===== config.mk =====
export PLATFORM = sky130hd
export DESIGN_NAME = prio_code_decoder
export DESIGN_NICKNAME = d
export VERILOG_FILES = /design/src/rtl/prio_code_decoder.sv
export SDC_FILE = /design/constraint.sdc
export NUM_CORES = 1
export LEC_CHECK = 0
export ABC_AREA = 1
export CORE_AREA = 2 2 101 79
export DETAILED_ROUTE_END_ITERATION = 8
export DIE_AREA = 0 0 103 81
export GPL_ROUTABILITY_DRIVEN = 0
export HOLD_SLACK_MARGIN = 0.02
export PLACE_DENSITY = 0.5
export SLEW_MARGIN = 20
export SYNTH_ARGS = -nofsm -noshare
export SYNTH_HDL_FRONTEND = slang
export SYNTH_SLANG_ARGS = --single-unit

===== constraint.sdc =====
create_clock -name clk -period 4 [get_ports clk]
set_input_delay 0.8 -clock clk [delete_from_list [all_inputs] [get_ports clk]]
set_output_delay 0.8 -clock clk [all_outputs]
set_load 0.02 [all_outputs]

===== src/rtl/prio_code_decoder.sv =====
// rtl/prio_code_decoder.sv - priority-code to one-hot decoder with 2-entry output queue
// Optional feature macro: PRIO_DECODE_THERM_EN (adds out_mask thermometer output)
module prio_code_decoder #(
    parameter int ERR_CNT_W = 8,
    parameter int DEPTH     = 2
) (
    input  logic                 clk,
    input  logic                 rst,
    input  logic [3:0]           in_code,
    input  logic                 in_valid,
    output logic                 in_ready,
    output logic [7:0]           out_data,
    output logic                 out_err,
    output logic                 out_valid,
    input  logic                 out_ready,
    output logic [ERR_CNT_W-1:0] err_cnt,
    input  logic                 err_clr
`ifdef PRIO_DECODE_THERM_EN
    ,
    output logic [7:0]           out_mask
`endif
);

    // The queue is hand-built as two fixed slots; other depths are rejected at elaboration.
    if (DEPTH != 2) begin : g_bad_depth
        $error("prio_code_decoder: only DEPTH=2 is supported");
    end

`ifdef PRIO_DECODE_THERM_EN
    localparam int ENTRY_W = 17;
`else
    localparam int ENTRY_W = 9;
`endif

    typedef enum logic [1:0] {
        S_EMPTY = 2'd0,
        S_ONE   = 2'd1,
        S_FULL  = 2'd2
    } state_t;

    state_t               r_state;
    state_t               w_next_state;
    logic [ENTRY_W-1:0]   r_e0;
    logic [ENTRY_W-1:0]   r_e1;
    logic [ENTRY_W-1:0]   w_new_entry;
    logic [7:0]           w_dec_data;
    logic                 w_dec_err;
    logic [7:0]           w_dec_mask;
    logic                 w_push;
    logic                 w_pop;
    logic [ERR_CNT_W-1:0] r_err_cnt;

    assign w_push = in_valid && in_ready;
    assign w_pop  = out_valid && out_ready;

    // Decode the incoming code into one-hot data, thermometer mask and illegal flag.
    always_comb begin
        w_dec_data = 8'h00;
        w_dec_mask = 8'h00;
        w_dec_err  = 1'b0;
        if (in_code[3]) begin
            w_dec_err = 1'b1;
        end else if (in_code[2:0] != 3'd0) begin
            w_dec_data = 8'h01 << (in_code[2:0] - 3'd1);
            w_dec_mask = (8'h01 << in_code[2:0]) - 8'h01;
        end
    end

`ifdef PRIO_DECODE_THERM_EN
    assign w_new_entry = {w_dec_mask, w_dec_err, w_dec_data};
`else
    assign w_new_entry = {w_dec_err, w_dec_data};
    logic w_mask_unused;
    assign w_mask_unused = ^w_dec_mask;
`endif

    // State register: occupancy of the output queue.
    always_ff @(posedge clk) begin
        if (rst) begin
            r_state <= S_EMPTY;
        end else begin
            r_state <= w_next_state;
        end
    end

    // Next-state logic: occupancy moves by push minus pop.
    always_comb begin
        w_next_state = r_state;
        case (r_state)
            S_EMPTY: if (w_push) w_next_state = S_ONE;
            S_ONE: begin
                if (w_push && !w_pop)      w_next_state = S_FULL;
                else if (!w_push && w_pop) w_next_state = S_EMPTY;
            end
            S_FULL:  if (w_pop) w_next_state = S_ONE;
            default: w_next_state = S_EMPTY;
        endcase
    end

    // Output logic: handshake flags depend only on registered occupancy.
    always_comb begin
        in_ready  = (r_state != S_FULL);
        out_valid = (r_state != S_EMPTY);
    end

    // Queue storage: r_e0 is the head, r_e1 the entry behind it; vacated slots are zeroed.
    always_ff @(posedge clk) begin
        if (rst) begin
            r_e0 <= '0;
            r_e1 <= '0;
        end else begin
            case (r_state)
                S_EMPTY: begin
                    if (w_push) r_e0 <= w_new_entry;
                end
                S_ONE: begin
                    if (w_push && w_pop) r_e0 <= w_new_entry;
                    else if (w_push)     r_e1 <= w_new_entry;
                    else if (w_pop)      r_e0 <= '0;
                end
                S_FULL: begin
                    if (w_pop) begin
                        r_e0 <= r_e1;
                        r_e1 <= '0;
                    end
                end
                default: begin
                    r_e0 <= '0;
                    r_e1 <= '0;
                end
            endcase
        end
    end

    // Illegal-code counter: clear wins over increment, increment saturates at all-ones.
    always_ff @(posedge clk) begin
        if (rst || err_clr) begin
            r_err_cnt <= '0;
        end else if (w_push && w_dec_err && !(&r_err_cnt)) begin
            r_err_cnt <= r_err_cnt + 1'b1;
        end
    end

    assign err_cnt  = r_err_cnt;
    assign out_data = out_valid ? r_e0[7:0] : 8'h00;
    assign out_err  = out_valid ? r_e0[8]   : 1'b0;
`ifdef PRIO_DECODE_THERM_EN
    assign out_mask = out_valid ? r_e0[16:9] : 8'h00;
`endif

endmodule


==> results.py <==
metrics = {
    "timing": {
        "worst_clock_skew_ns": 0.00317,
        "setup_viol": 0,
        "clock.fmax_ghz": 0.385,
        "slew-limit-headroom_pct": 49.0,
        "fin_crit_ns": 2.60,
        "min_period_over_period_pct": 64.9,
        "tns_ns": 0,
        "tightest_slew_ns": 0.763,
        "rsz0062_at_grt": "no",
        "drv_slew": 0,
        "finalHoldViolCount": 0,
    },
    "synthesis": {
        "syn_inst": 274,
        "synth_cell_types": 24,
        "syn_nets": 286,
        "synth_seq_cells": 28,
        "yosysWarnings": 0,
        "yosys.area.top_type_share_pct": 33.8,
        "synth.area.top_cells": "dfxtp_1 (34%), nand2_1 (23%), nor2_1 (10%)",
        "ys_seq_area_share_pct": 33.8,
        "synth_area_um2": 1660,
        "avgSynthCellArea_um2": 6.05,
        "synth_area_leader_cell": "dfxtp_1",
    },
    "pwr": {
        "p_comb_share_pct": 27.8,
        "irDropWorstVdd_uv": 107,
        "p_int_mw": 0.507,
        "power_density_nw_per_um2": 355,
        "seqPwrFrac_pct": 42.4,
        "clkPwrFrac_pct": 29.8,
        "swShare_pct": 32.3,
        "p_sw_mw": 0.242,
        "p_leak_nw": 0.865,
    },
    "clocking": {
        "cts_resized": 0,
        "cts-root-buf": "clkbuf_8",
        "cts_tree": "yes",
        "cts_sinks": 28,
        "path_clk_slew_ns": 0.10,
        "cts_setup_buffers": 0,
        "clock_path_buffers": 2,
        "cts.hold.buffers_added": 0,
        "insertion_delay_ns": 0.27,
        "cts_buffers": 3,
        "htreeDepth": 1,
    },
    "floorplan": {
        "die_w_um": 103,
        "rows": 28,
        "die_h_um": 81,
        "die_area_um2": 8340,
        "pin_count": 28,
        "design.core.area_um2": 7500,
        "start_util_pct": 22.1,
    },
    "placed_design": {
        "dp_hpwl_um": 3030,
        "placedInstanceArea_um2": 2040,
        "io_buffers": 27,
        "post-place-cells": 402,
    },
    "setup_path": {
        "path_cells": "nor2_2 -> nor2_1 -> clkdlybuf4s50_1",
        "critPathCaptureType": "primary output",
        "critPathBufInv": 1,
        "critical_path.top_delay_family": "simple AND/OR/NAND/NOR gates",
        "crit_fanout": 13,
        "critical_path_class": "flip-flop to primary output",
        "max_stage_delay_ns": 0.55,
        "worst_ep_required_time_ns": 3.20,
        "slowest_stage": "clkdlybuf4s50_1",
        "start_kind": "flip-flop",
        "crit_arrival_ns": 1.80,
    },
    "layout": {
        "layout-drive-gt1-share_pct": 7.97,
        "num-nets-final": 314,
        "fin_cells": 406,
        "n_antenna_cell": 0,
        "area_growth_pct": 27.2,
        "final_area_um2": 2110,
    },
    "drt": {
        "drc": 0,
        "wl_um": 3910,
        "wire_per_inst_um": 9.63,
        "first_pass_iters": 4,
        "vias": 1536,
        "vias_per_cell": 3.78,
        "drt_iter0_markers": 107,
        "drtAntennaViolNets": 0,
    },
    "worst_hold_path": {
        "holdCritPathClass": "flip-flop to flip-flop",
    },
    "global_route": {
        "grt-ovfl-total": 0,
        "antenna_found_initial": 0,
        "grt_use_total_pct": 10.2,
        "grt_pass1_wl_um": 6670,
        "grt_pass1_vias": 1363,
        "grt_max_degree": 19,
    },
    "run_status": {
        "outcome": "finished clean",
    },
    "flow_run": {
        "maxCapViolCount": 0,
    },
}
-- power by group through the flow --
stage	sequential [mW]	combinational (mW)	clock [mW]
finish	0.318	0.209	0.223
global route	0.321	0.240	0.242
CTS	0.318	0.213	0.230
detailed placement	0.324	0.212	0
global placement	0.324	0.213	0
floorplan	0.322	0.156	0
-- worst min-delay path: cells and delay by family, from the launching register on --
kind | cells | cell delay, ns
buf+inv | 1 | 0.04
flops | 1 | 0.32
simple gates | 1 | 0.07
-- area by class of cell --
type / count / area, µm²
clock buffers: 3 / 41.3
clock inverters: 1 / 30.0
fillers: 873 / 5390
inverters: 43 / 164
multi-input cells: 199 / 910
flip-flops and latches: 28 / 561
well taps: 105 / 131
repair buffers: 27 / 270
-- per-stage QoR --
step	total power, mW	setup WS, ns	hold WS (ns)	utilization (%)
2_1_floorplan	0.478	2.15	0.436	-
3_3_place_gp	0.536	1.45	0.445	27.2
3_5_place_dp	0.537	1.42	0.450	27.2
4_1_cts	0.761	1.34	0.464	28.1
5_1_grt	0.803	1.20	0.492	28.1
6_report	0.749	1.40	0.467	28.1
-- state kept, by name (all words and copies together) (netlist names) --
register,flops
err_cnt,8
r_e0,9
r_e1,9
r_state,2
-- cells in the final DEF (no fill, tap or decap) --
master	instances
nand2_4	2
nand2_1	102
xor2_1	3
clkbuf_8	3
nand4_1	3
inv_2	4
nand3_1	12
nor2_2	4
dfxtp_1	28
ha_1	3
inv_4	1
bufinv_16	1
nor2_1	44
a21oi_2	3
nor3_1	1
a211oi_1	1
clkinv_1	1
o21ai_0	3
nand2_2	4
o21ai_1	2
clkdlybuf4s50_1	27
nor2_8	1
a21oi_1	10
inv_1	37
o211ai_2	1
-- per-layer routing --
layer  part of all wire [%]  routed length, µm  GRT usage, %  vias up
met2                     38               1480          13.9       17
met3                    3.5                136          1.64        4
li1                       -                  -             -      877
met5                      0                  0             0        -
met4                   0.79                 31          2.37        0
met1                     58               2260          16.2      638
-- cells in the mapped netlist --
master	n
nand2_1	102
nor2_1	44
inv_1	37
dfxtp_1	28
nand3_1	12
a21oi_1	10
inv_2	4
nand2_2	4
nor2_2	4
a21oi_2	3
clkbuf_1	3
ha_1	3
nand4_1	3
o21ai_0	3
xor2_1	3
nand2_4	2
o21ai_1	2
a211oi_1	1
buf_6	1
clkinv_1	1
inv_4	1
nor2_8	1
nor3_1	1
o211ai_2	1
-- worst paths after layout --
check	slack, ns	cells past startpoint	from	to
setup reg to reg	1.85	11	r_state[1]$_SDFFE_PP0P_	r_e1[2]$_SDFFE_PP0P_
hold reg to reg	0.47	2	r_e1[7]$_SDFFE_PP0P_	r_e1[7]$_SDFFE_PP0P_
setup / recovery	1.40	3	r_state[1]$_SDFFE_PP0P_	out_data[1]
hold / removal	0.47	2	r_e1[7]$_SDFFE_PP0P_	r_e1[7]$_SDFFE_PP0P_
-- kinds of logic (layout without fill, tap and decap cells) --
logic type | count (synthesis) | in the layout | synth area share [%]
xor+xnor | 3 | 3 | 1.59
fa+ha+maj | 3 | 3 | 2.27
compound gates | 20 | 20 | 7.33
buf+inv | 47 | 74 | 11.3
flops | 28 | 28 | 33.8
simple gates | 173 | 173 | 43.7
Note: power is estimated with default switching activity, not from simulation.
==> patch, RTL diff (same settings) <==
`ERR_CNT_W`: 8 -> 10.
--- a/src/rtl/prio_code_decoder.sv
+++ b/src/rtl/prio_code_decoder.sv
@@ -3,3 +3,3 @@
 module prio_code_decoder #(
-    parameter int ERR_CNT_W = 8,
+    parameter int ERR_CNT_W = 10,
     parameter int DEPTH     = 2
Ports: changed (resized err_cnt); port bits go from 28 to 30. No check against the original RTL was run, so the function may have changed too.
==> patch against the unedited design <==
Design area up 5.8%. Setup slack worse by 300 ps. Critical endpoint is now out_data[7]. Core utilization up 1.6 points. Via count down 0.59%. Sequential cell count up 2. Wire length down 4.0%. Critical path depth up 2. Non-clock buffer count up 2. Synthesized area up 4.2%. Synthesized cell count down 11%. Clock skew up 6.2 ps. Register-to-register slack worse by 200 ps. Total power down 5.6%.
==> patch: results (changes against the unedited design) <==
status=complete, no violations; multi-input logic area=937 um^2 (+3.0%); Static Leak=0.815 nW (-5.9%); synth cell count leaders=nand2_1 (49), inv_1 (40), nor2_1 (34); signal buffers share of area=13.0% (+0.20 points); vias in the first global route=1,399 (+2.6%); r2r endpoint=r_e0[7]; register area share after synthesis=34.8% (+0.95 points); post-synth cell types=29 (+21%); Worst-path clk slew=60 ps (-40 ps); clock network area share=4.27% (+0.88 points); Max FO, Critical Path=10 (-3); Non-Clock Inverter Count=45 (+4.7%); vias=1,527 (-0.59%); R2R Setup Slk=1650 ps (-200 ps); multi-input gates=167 (-16%); M1 GR Usage=13.9% (-2.3 points); all-layer global routing usage=9.78% (-0.39 points); final core utilization=29.7% (+1.6 points); PortBufs=29 (+7.4%); # fillers=832 (-4.7%); grt met2 use=13.5% (-0.39 points); Worst Hold End=r_e1[3]; sw power=0.212 mW (-12%); DP HPWL=2.88 mm (-4.9%); met3 usage=3.27% (+1.6 points); clock skew=9.33 ps (+6.17 ps); worst-margin pin slew=736 ps (-27.0 ps); Seq area share=27.0% (+0.35 points); nets@finish=290 (-7.6%); first-pass GRT wire length=6.35 mm (-4.9%); Worst VDD drop=0.114 mV (+7.4%); worst hold start=r_e1[3]; DRT Wirelength=3.76 mm (-4.0%); Seq Cell Count=30 (+7.1%)
[patch: metal layers]
metal / routed length, um / part of all wire [%] / up-vias
met5: 0 / 0 / -
met2: 1530 / 41 / 30
met3: 197 / 5.2 / 5
met4: 43 / 1.1 / 0
li1: - / - / 830
met1: 1990 / 53 / 662
[patch: power by group through the flow]
| stage | Clock [mW] | Combinational [mW] | Sequential (mW) |
|---|---|---|---|
| after floorplan | 0 | 0.0962 | 0.326 |
| after global placement | 0 | 0.130 | 0.327 |
| after detailed placement | 0 | 0.130 | 0.327 |
| after CTS | 0.271 | 0.130 | 0.320 |
| after global routing | 0.282 | 0.143 | 0.322 |
| final | 0.258 | 0.129 | 0.320 |
[patch: how the worst max path moves through the flow]
stage,from,end,slack (ps)
finish,r_state[1],out_data[7],1100
global route,r_state[1],out_data[7],930
CTS,r_state[1],out_data[7],1060
detailed placement,out_ready,r_e0[6],1340
global placement,out_ready,r_e0[7],1310
floorplan,r_state[1],r_e0[7],1780
[patch: kinds of logic (layout without fill, tap and decap cells)]
group,after synthesis,in the layout,share of synthesized area (%)
compound gates,46,46,17.7
xor+xnor,4,4,2.03
fa+ha+maj,3,3,2.17
buf+inv,47,82,10.9
flops,30,30,34.8
simple gates,114,114,32.4
[patch: stage by stage]
step / hold WS (ps) / cells / worst slack, ps / area (um^2) / total power, mW
floorplan: 423 / 244 / 1780 / 1730 / 0.423
global placement: 440 / 376 / 1310 / 2130 / 0.456
detailed placement: 449 / 376 / 1340 / 2130 / 0.457
CTS: 459 / 384 / 1060 / 2230 / 0.721
global route: 477 / 384 / 931 / 2230 / 0.747
finish: 459 / 384 / 1100 / 2230 / 0.707
[patch: critical path: cells and delay by family, from the launching register on]
kind / cells / cell delay, ps
buf+inv: 3 / 1000
flops: 1 / 480
simple gates: 2 / 340
